<file path="config.mk">
export PLATFORM = sky130hd
export DESIGN_NAME = seq_detector_fsm
export DESIGN_NICKNAME = d
export VERILOG_FILES = /design/src/rtl/seq_detector_fsm.sv
export SDC_FILE = /design/constraint.sdc
export NUM_CORES = 1
export LEC_CHECK = 0
export BUFFER_PORTS_ARGS = -buffer_cell sky130_fd_sc_hd__buf_2
export CAP_MARGIN = 20
export CORE_AREA = 4 4 41 43
export CTS_CLUSTER_DIAMETER = 50
export DETAILED_ROUTE_END_ITERATION = 7
export DIE_AREA = 0 0 45 47
export SLEW_MARGIN = 15
export SYNTH_ARGS = -nofsm -noshare
export SYNTH_HDL_FRONTEND = slang
export SYNTH_SLANG_ARGS = --single-unit
</file>
<file path="constraint.sdc">
create_clock -name clk -period 1.6 [get_ports clk]
set_input_delay 0.24 -clock clk [delete_from_list [all_inputs] [get_ports clk]]
set_output_delay 0.24 -clock clk [all_outputs]
set_load 0.005 [all_outputs]
</file>
<file path="src/rtl/seq_detector_fsm.sv">
// Serial bit-sequence detector: pulses output_detected for one cycle when the most
// recent PAT_LEN sampled bits equal PATTERN (PATTERN MSB is the oldest bit).
module seq_detector_fsm #(
  parameter int               PAT_LEN = 4,
  parameter logic [PAT_LEN-1:0] PATTERN = 4'b1011,
  parameter bit               OVERLAP = 1'b1
) (
  input  logic clk,
  input  logic reset,
  input  logic input_bit,
  output logic output_detected
);

  // state | meaning
  // S0    | no useful prefix of PATTERN seen
  // Sk    | last k bits equal the first k bits of PATTERN (0 < k < PAT_LEN)
  // SN    | full match, N = PAT_LEN; output_detected is high while here
  localparam int SW = $clog2(PAT_LEN + 1);
  localparam int NS = 1 << SW;
  localparam logic [SW-1:0] S_FULL = SW'(PAT_LEN);

  // Longest prefix of PATTERN that is a suffix of (prefix_k, b); from SN without
  // overlap the history is dropped first, so only b is considered.
  function automatic int f_next(input int k, input logic b);
    logic [PAT_LEN:0] seq;
    int base;
    int n;
    int len;
    logic ok;
    base = (k == PAT_LEN && !OVERLAP) ? 0 : k;
    seq = '0;
    for (int j = 0; j < PAT_LEN; j++)
      if (j < base) seq[j] = PATTERN[PAT_LEN-1-j];
    seq[base] = b;
    n = base + 1;
    len = 0;
    for (int l = 1; l <= PAT_LEN; l++) begin
      if (l <= n) begin
        ok = 1'b1;
        for (int i = 0; i < l; i++)
          if (seq[n-l+i] != PATTERN[PAT_LEN-1-i]) ok = 1'b0;
        if (ok) len = l;
      end
    end
    return len;
  endfunction

  logic [SW-1:0] w_next0 [NS];
  logic [SW-1:0] w_next1 [NS];
  logic [SW-1:0] w_next;
  logic [SW-1:0] r_state;
  logic          r_detected;

  // Encodings above SN are unreachable; they recover to S0.
  for (genvar gk = 0; gk < NS; gk++) begin : g_tbl
    if (gk <= PAT_LEN) begin : g_live
      localparam int N0 = f_next(gk, 1'b0);
      localparam int N1 = f_next(gk, 1'b1);
      assign w_next0[gk] = SW'(N0);
      assign w_next1[gk] = SW'(N1);
    end else begin : g_dead
      assign w_next0[gk] = '0;
      assign w_next1[gk] = '0;
    end
  end

  assign w_next = input_bit ? w_next1[r_state] : w_next0[r_state];

  always_ff @(posedge clk) begin
    if (reset) begin
      r_state    <= '0;
      r_detected <= 1'b0;
    end else begin
      r_state    <= w_next;
      r_detected <= (w_next == S_FULL);
    end
  end

  assign output_detected = r_detected;

endmodule

</file>
* Word level (Yosys, flattened, before mapping)
Memory sizes are Yosys's and may differ from the RTL's.
Index checks and enable logic that the tools add are counted.
** Storage, ports and cells
- Flip-flop bits (word level) :: 4
- Memory bits (read-only) :: 48
- Input port bits :: 3
- Output and inout bits :: 1
- Logic and storage cells :: 12
- Memories :: 2
** Operators by class
- Magnitude comparators :: 1
- Equal/unequal tests :: 1
- Multiplexer cells :: 5
- Bitwise gates (word level) :: 1
** Memory list
- (name not given) :: depth 8, bits a word 3, read ports 1, clocked after Yosys merged registers in 0, write ports 0, RTL line 67 : assign w_next = input_bit ? w_next1[r_state] : w_next0[r_state];
- (name not given) :: depth 8, bits a word 3, read ports 1, clocked after Yosys merged registers in 0, write ports 0, RTL line 67
** Operators with widths (number)
- 3-bit two-way mux :: 5
- 4-bit greater-or-equal comparator (second input constant) :: 1
- 3-bit NOT with 4-bit output :: 1
- 3-bit equality test (second input constant) :: 1

* Depth between registers and ports, before layout
Gate-level depths: netlist (run 1).
- Depth in word-level cells :: 6
- Mapped depth :: 2
- Gate-level depth less buffers :: 2

* Worst setup path before layout (run 1)
No wires, ideal clock.
- Kind :: register -> register
- Start :: reg r_state[0]
- End :: reg r_state[1]
- Library setup time :: 74 ps
- Arrival :: 957 ps
- Required time :: 1526 ps
- Setup slack :: 569 ps
- Stages on the path, launching flop included :: 3
- Path buffers :: 0
- Period minus slack after synthesis :: 1031 ps
- Path through :: dfxtp_1 -> or4b_1 -> a31oi_1
** On the way
- Word-level cells in the longest chain between the ends :: 5
- Elaborated cells on any way between the ends :: 8
- Those cells by class :: 5 x mux; 1 x bitwise; 2 x memory
** Ends and longest elaborated chain
- start, declared :: RTL line 51 : logic [SW-1:0] r_state;
- start signal, assigned :: RTL line 74 : r_state <= w_next;
- 3-bit NOT with 4-bit output (implied by the code) * :: RTL line 67
- memory read 8 x 3 bit
- 3-bit two-way mux (implied by the code) (2 in a row) :: RTL line 67
- 3-bit two-way mux * :: RTL line 67
Mark *: on every way between the ends. The rest lies on a longest branch, timed or not. The select of a mux whose other input is x is not followed.
A chain may end at the register's enable or synchronous reset.

* Worst setup path in the final report (run 1)
- Start :: reg r_state[2]
- End :: reg r_state[1]
Same word-level chain as after synthesis.

==> out/metrics.sh, run 1 <==
POST_ROUTE_TOTAL_POWER_uW=237
POST_SYNTH_INSTANCE_AREA_UM2=150
VDD.IR_DROP.WORST_V=0.000201
POST_CTS.REPAIR.SETUP_BUFFERS=0
POST_SYNTH_NUM_CELL_TYPES=10
CRITPATHCAPTURETYPE='flip-flop'
YOSYS_WARNINGS=0
CORE_UM2=1300
POSTROUTEWIRELENGTH_UM=271
FINALHOLDVIOLCOUNT=0
CTS.PATH.MAX_BUFFERS=2
CLKSLEWWORSTSETUPHOLDPATHS_PS=40
MOSTFREQUENTLAYOUTCELL='dfxtp_1'
RUN_STATUS='finished, final reports clean'
NUM_ROWS=13
NETLIST.AREA_LEADER.SHARE_PCT=53.3
DIE_HEIGHT_UM=47
GLOBAL_ROUTE.USAGE.TOTAL_PCT=3.55
POWERDENSITY_nW_PER_UM2=1150
CLOCK_TREE_FROM_TRITONCTS='yes'
DIE_AREA_UM2=2120
PATH_CLASS='reg2reg'
INSERTION_DELAY_PS=230
CELLS_AFTER_SYNTH=14
SYNTH.AVG_CELL_AREA_UM2=10.7
TIMING.CRITICAL_PATH.FROM_TYPE='flip-flop'
YS_FF_LATCH=4
SYNTH.YOSYS.SEQ_AREA_SHARE_PCT=53.3
TIGHTESTPINTRANSITION_PS=188
HOLDCRITPATHCLASS='in2reg'
MAPPEDNETLISTNETS=17
ANTENNA_CELLS=0
ROUTED-WL-MET2_UM=140
POST_ROUTE_CELLS_DRIVE_ABOVE_1_SHARE_PCT=30.0
CLOCK-ROOT-BUFFER='clkbuf_4'
WORST_EP_REQUIRED_TIME_PS=1760
POST_CTS_SIZING=0
AREA_GROWTH_PCT=37.5
COUNT_OF_FINAL_MAX_SLEW_CHECK_FAILURES=0
DIEWIDTH_UM=45
RELSLEWSLACK_PCT=87.4
ARRIVAL_PS=1240
DRT_ITER0_DRC=0
FIN_WORST_HOLD_SLACK_PS=181
MET3WIRELENGTH_UM=5
SETUP_VIOL=0
HIGHEST_METAL_LAYER_USED_BY_THE_DETAILED_ROUTER='met3'
POST_DRT_VIA_CELL_RATIO=3.57
VIAS_IN_THE_FIRST_GLOBAL_ROUTE=134
OVERFLOW_AFTER_GRT=0
RSZ0062_AT_GRT='no'
FILLER_CELL_COUNT=150
FINALCRITICALPERIOD_PS=1080
TIMING.CLOCK.SKEW_PS=2.60
POST_SYNTH_MAIN_AREA_CONTRIBUTORS='dfxtp_1 53%, or4bb_1 7.5%, maj3_1 6.7%'
FLOORPLAN.INITIALDENSITY_PCT=11.5
GLOBALPLACE.CONGESTION=0.729
CTS-HTREE-LEVELS=1
POSTCTSHOLDBUFS=0
PLACED_WIRE_LENGTH_ESTIMATE_AFTER_DETAILED_PLACEMENT_UM=178
ROUTED_WIRE_LENGTH_PER_INSTANCE_UM=7.74
DRCVIOLATIONCOUNT=0
WIRE_LENGTH_OF_THE_FIRST_GLOBAL_ROUTING_PASS_UM=469
LEAKAGE_uW=0.0000762
MAXCAPVIOLCOUNT=0
MAXIMUM_NUMBER_OF_PINS_ON_ONE_NET_BEFORE_GLOBAL_ROUTE_REPAIR=7
SETUP_TOTAL_NEGATIVE_SLACK_PS=0
IO_PINS=4
DRT_PASS1_ITERATIONS=1
WORST-PATH-MAX-FANOUT=6
NUMCTSBUFFERS=3
MET1_WL_UM=125
PORT_BUFFERS=3
TOP_LIBRARY_CELLS_BY_USAGE_IN_THE_LAYOUT_FILL_AND_TAPS_ASIDE='4 x dfxtp_1, 3 x clkbuf_4, 3 x buf_2, 2 x nor3_1'
FINAL_ANTENNA_NET_COUNT=0
FMAX_MHz=923
NUMCLOCKSINKS=4
SYNTHDOMINANTAREACELLTYPE='dfxtp_1'
FINAL_NETS=25
NUMBER_OF_ANTENNA_VIOLATIONS_AT_THE_FIRST_CHECK_IN_GLOBAL_ROUTING=0
FINAL.PERIOD_UTILIZATION_PCT=67.7
NUM_VIAS=125
[final cells by class]
type | count | area, µm² | area share, %
multi-input combinational | 10 | 70.1 | 33.9
sequential | 4 | 80.1 | 38.8
clock buffer | 3 | 22.5 | 10.9
tap | 15 | 18.8 | 9.09
timing repair buffer | 3 | 15.0 | 7.27
[worst paths after layout]
kind              startpoint              end  slack, ps  cells past startpoint
setup / recovery  r_state[2]       r_state[1]        520                      2
hold reg to reg   r_state[0]  output_detected        500                      2
hold / removal         reset       r_state[1]        180                      2
setup reg to reg  r_state[2]       r_state[1]        520                      2
[routing by layer]
layer  vias to the layer above  track usage (%)
met1                        57             2.71
li1                         66                -
met5                         -                0
met2                         2             5.08
met4                         0             7.02
met3                         0             1.15
[cells in the mapped netlist, drive strengths merged]
master and count:
dfxtp 4, or3b 1, nor2 1, or4b 1, maj3 1, nor3 2, nand2b 1, a31oi 1
nand2 1, or4bb 1
[registers in the layout, indices dropped and copies added, names as in the netlist]
register,flops
r_state,3
output_detected,1
[metrics by stage]
stage | std cells | setup slack, ps | area [µm²] | util [%]
detailed placement | 32 | 515 | 184 | 14.1
global route | 35 | 446 | 206 | 15.9
global placement | 32 | 534 | 184 | 14.1
CTS | 35 | 517 | 206 | 15.9
finish | 35 | 516 | 206 | 15.9
floorplan | 14 | 569 | 150 | -
[worst max-delay path, cell delays in order, from the launching register on]
cell and delay [ps]:
dfxtp_1 400, or4b_1 450, a31oi_1 160
[power breakdown]
part,leakage [µW],switching [µW],internal [µW]
clock,0.0000138,39.1,83.8
sequential,0.0000326,2.48,103
combinational,0.0000298,3.80,5.01
total,0.0000762,45.4,192
[cells by family after synthesis]
family          after synthesis  share of synthesized area, %
flops                         4                          53.3
simple gates                  8                          35.8
fa+ha+maj                     1                          6.67
compound gates                1                          4.17
Power figures use the tool's default switching activity.
==> run 2, diff against run 1 <==
==> constraint.sdc (replaced) <==
create_clock -name clk -period 0.9 [get_ports clk]
set_input_delay 0.135 -clock clk [delete_from_list [all_inputs] [get_ports clk]]
set_output_delay 0.135 -clock clk [all_outputs]
set_load 0.005 [all_outputs]
==> out/metrics.sh, run 2 (synthesis gave the netlist of run 1 again) <==
CLKSLEWWORSTSETUPHOLDPATHS_PS=40  # about the same
PLACED_AREA_UM2=218  # was 184 µm²
LEAKAGE_uW=0.000100  # was 0.0000762 µW
FINAL_ANTENNA_NET_COUNT=0  # unchanged
IO_PINS=4  # unchanged
CLOCK-ROOT-BUFFER='clkbuf_4'  # unchanged
NUMBER_OF_ANTENNA_VIOLATIONS_AT_THE_FIRST_CHECK_IN_GLOBAL_ROUTING=0  # unchanged
TIMING.CRITICAL_PATH.FROM_TYPE='flip-flop'  # unchanged
GLOBALPLACE.CONGESTION=0.673  # was 0.729
WIRE_LENGTH_OF_THE_FIRST_GLOBAL_ROUTING_PASS_UM=524  # was 469 µm
HOLD_DEPTH=2  # unchanged
WORST_EP_REQUIRED_TIME_PS=1060  # was 1760 ps
SLOWEST_STAGE='or4bb_1'  # was or4b_1
ARRIVAL_PS=1190  # was 1240 ps
CRITPATHCAPTURETYPE='flip-flop'  # unchanged
MIN-DELAY-START='reset'  # unchanged
DIE_HEIGHT_UM=47  # unchanged
FAILING_CHECKS='setup timing'
FILLER_CELL_COUNT=159  # was 150
ROUTED_WIRE_LENGTH_PER_INSTANCE_UM=9.62  # was 7.74 µm
PATH_CLASS='reg2reg'  # unchanged
MAXCAPVIOLCOUNT=0  # unchanged
PORT_BUFFERS=3  # unchanged
NUMCLOCKSINKS=4  # unchanged
PRECTSSETUPSLACK_PS=-116  # was 515 ps
FINAL.SETUP.WORST_SLACK_PS=-127  # was 516 ps
TOP_LIBRARY_CELLS_BY_USAGE_IN_THE_LAYOUT_FILL_AND_TAPS_ASIDE='3 x clkbuf_4, 3 x buf_2, 3 x buf_4, 3 x dfxtp_2, 2 x nor3_1'  # was 4 x dfxtp_1, 3 x clkbuf_4, 3 x buf_2, 2 x nor3_1
CORE_UM2=1300  # unchanged
MIN_TO='r_state[1]'  # unchanged
VDD.IR_DROP.WORST_V=0.000274  # was 0.000201 V
R2R_DEPTH=2  # unchanged
FMAX_MHz=974  # was 923 MHz
INSERTION_DELAY_PS=240  # was 230 ps
CRITICAL_PATH.MAX_STAGE_DELAY_PS=480  # was 450 ps
CP_CELL_SEQUENCE='or4bb_1 -> a31oi_1'  # was or4b_1 -> a31oi_1
POST_DRT_VIA_CELL_RATIO=3.62  # was 3.57
MAXIMUM_NUMBER_OF_PINS_ON_ONE_NET_BEFORE_GLOBAL_ROUTE_REPAIR=5  # was 7
DIE_AREA_UM2=2120  # unchanged
FINAL_NETS=29  # was 25
LARGEST_REGISTER='r_state'  # unchanged
NUMCTSBUFFERS=3  # unchanged
RUN_STATUS='complete, but fails checks'  # was finished, final reports clean
NUM_VIAS=141  # was 125
DIEWIDTH_UM=45  # unchanged
COUNT_OF_FINAL_MAX_SLEW_CHECK_FAILURES=0  # unchanged
POSTCTSHOLDBUFS=0  # unchanged
DRCVIOLATIONCOUNT=0  # unchanged
RELSLEWSLACK_PCT=89.7  # was 87.4%
CTS.PATH.MAX_BUFFERS=2  # unchanged
PLACED_WIRE_LENGTH_ESTIMATE_AFTER_DETAILED_PLACEMENT_UM=261  # was 178 µm
AREA_GROWTH_PCT=65.0  # was 37.5%
TIGHTESTPINTRANSITION_PS=153  # was 188 ps
LARGEST_REG_FLOPS=3  # unchanged
ANTENNA_CELLS=0  # unchanged
GLOBAL_ROUTE.USAGE.TOTAL_PCT=4.50  # was 3.55%
POST_ROUTE_CELLS_DRIVE_ABOVE_1_SHARE_PCT=62.5  # was 30.0%
SETUP_VIOL=1  # was 0
FIN_WORST_HOLD_SLACK_PS=53.9  # was 181 ps
FINISH.UTILIZATION_PCT=19.0  # was 15.9%
CLOCK_TREE_FROM_TRITONCTS='yes'  # unchanged
HOLDCRITPATHCLASS='in2reg'  # unchanged
DRT_PASS1_ITERATIONS=1  # unchanged
VIAS_IN_THE_FIRST_GLOBAL_ROUTE=134  # unchanged
POWERDENSITY_nW_PER_UM2=1800  # was 1150 nW/µm²
FINAL.PERIOD_UTILIZATION_PCT=114  # was 67.7%
CTS-HTREE-LEVELS=1  # unchanged
MINIMUM_SETUP_SLACK_AMONG_REG_TO_REG_PATHS_PS=-130  # was 520 ps
RSZ0062_AT_GRT='yes'  # was no
FINALHOLDVIOLCOUNT=0  # unchanged
NUM_ROWS=13  # unchanged
POSTROUTEWIRELENGTH_UM=375  # was 271 µm
WORSTREG2REGSTART='r_state[0]'  # was r_state[2]
OVERFLOW_AFTER_GRT=0  # unchanged
FINALCRITICALPERIOD_PS=1030  # was 1080 ps
FLOORPLAN.INITIALDENSITY_PCT=11.5  # unchanged
WORST-PATH-MAX-FANOUT=3  # was 6
DRT_ITER0_DRC=0  # unchanged
TIMING.CLOCK.SKEW_PS=4.24  # was 2.60 ps
TIMING.RR.END='r_state[1]'  # unchanged
FINAL_STD_CELL_AREA_NO_FILL_UM2=248  # was 206 µm²
run 2: cell types whose count changed in the layout (fill, tap and decap cells not counted):
cell,change
buf_4,+3
dfxtp_1,-3
dfxtp_2,+3
buf_6,+1
maj3_1,-1
maj3_2,+1
nor2_1,-1
nor2_2,+1
run 2: area by class of cell:
class | count | area (µm²) | share of cell area, %
flip-flops and latches | 4 | 83.8 | 33.8
multi-input cells | 10 | 73.8 | 29.8
repair buffers | 7 | 48.8 | 19.7
clock buffers | 3 | 22.5 | 9.09
well taps | 15 | 18.8 | 7.58
run 2: power breakdown:
part | leakage (µW) | internal (µW) | switching (µW)
logic | 0.0000526 | 17.4 | 11.3
clock network | 0.0000138 | 150 | 80.0
registers | 0.0000338 | 184 | 2.98
total | 0.000100 | 351 | 94.3
run 2: how the worst max path moves through the flow:
stage               start    endpoint  slack (ps)  cells past startpoint
3_5_place_dp   r_state[0]  r_state[1]        -120                      2
3_3_place_gp   r_state[0]  r_state[1]        -120                      2
5_1_grt        r_state[0]  r_state[1]        -170                      2
2_1_floorplan  r_state[0]  r_state[1]        -110                      2
4_1_cts        r_state[0]  r_state[1]        -130                      2
6_report       r_state[0]  r_state[1]        -130                      2
run 2: critical path, delay by kind of cell, from the launching register on:
family             cells  cell delay, ps
and+or+nand+nor        1             480
AOI/OAI and AO/OA      1             160
DFF                    1             310
run 2: through the flow:
step	TNS (ps)	power (µW)	std cells
2_1_floorplan	-114	198	14
3_3_place_gp	-157	216	36
3_5_place_dp	-157	216	36
4_1_cts	-141	454	39
5_1_grt	-205	464	39
6_report	-127	445	39
run 2: repair_timing:
| item | in CTS | in global routing |
|---|---|---|
| resized for setup | 2 | 1 |
| pin swaps | 1 | 1 |
| setup endpoints to repair | 2 | 2 |
| cloned | 0 | 0 |
| setup buffers | 0 | 0 |
run 2: per-layer routing:
| metal | part of all wire (%) | vias up | track usage, % |
|---|---|---|---|
| met2 | 49 | 4 | 5.37 |
| met5 | 0 | - | 0 |
| met1 | 37 | 64 | 3.64 |
| met3 | 14 | 0 | 3.83 |
| li1 | - | 73 | - |
| met4 | 0 | 0 | 7.02 |
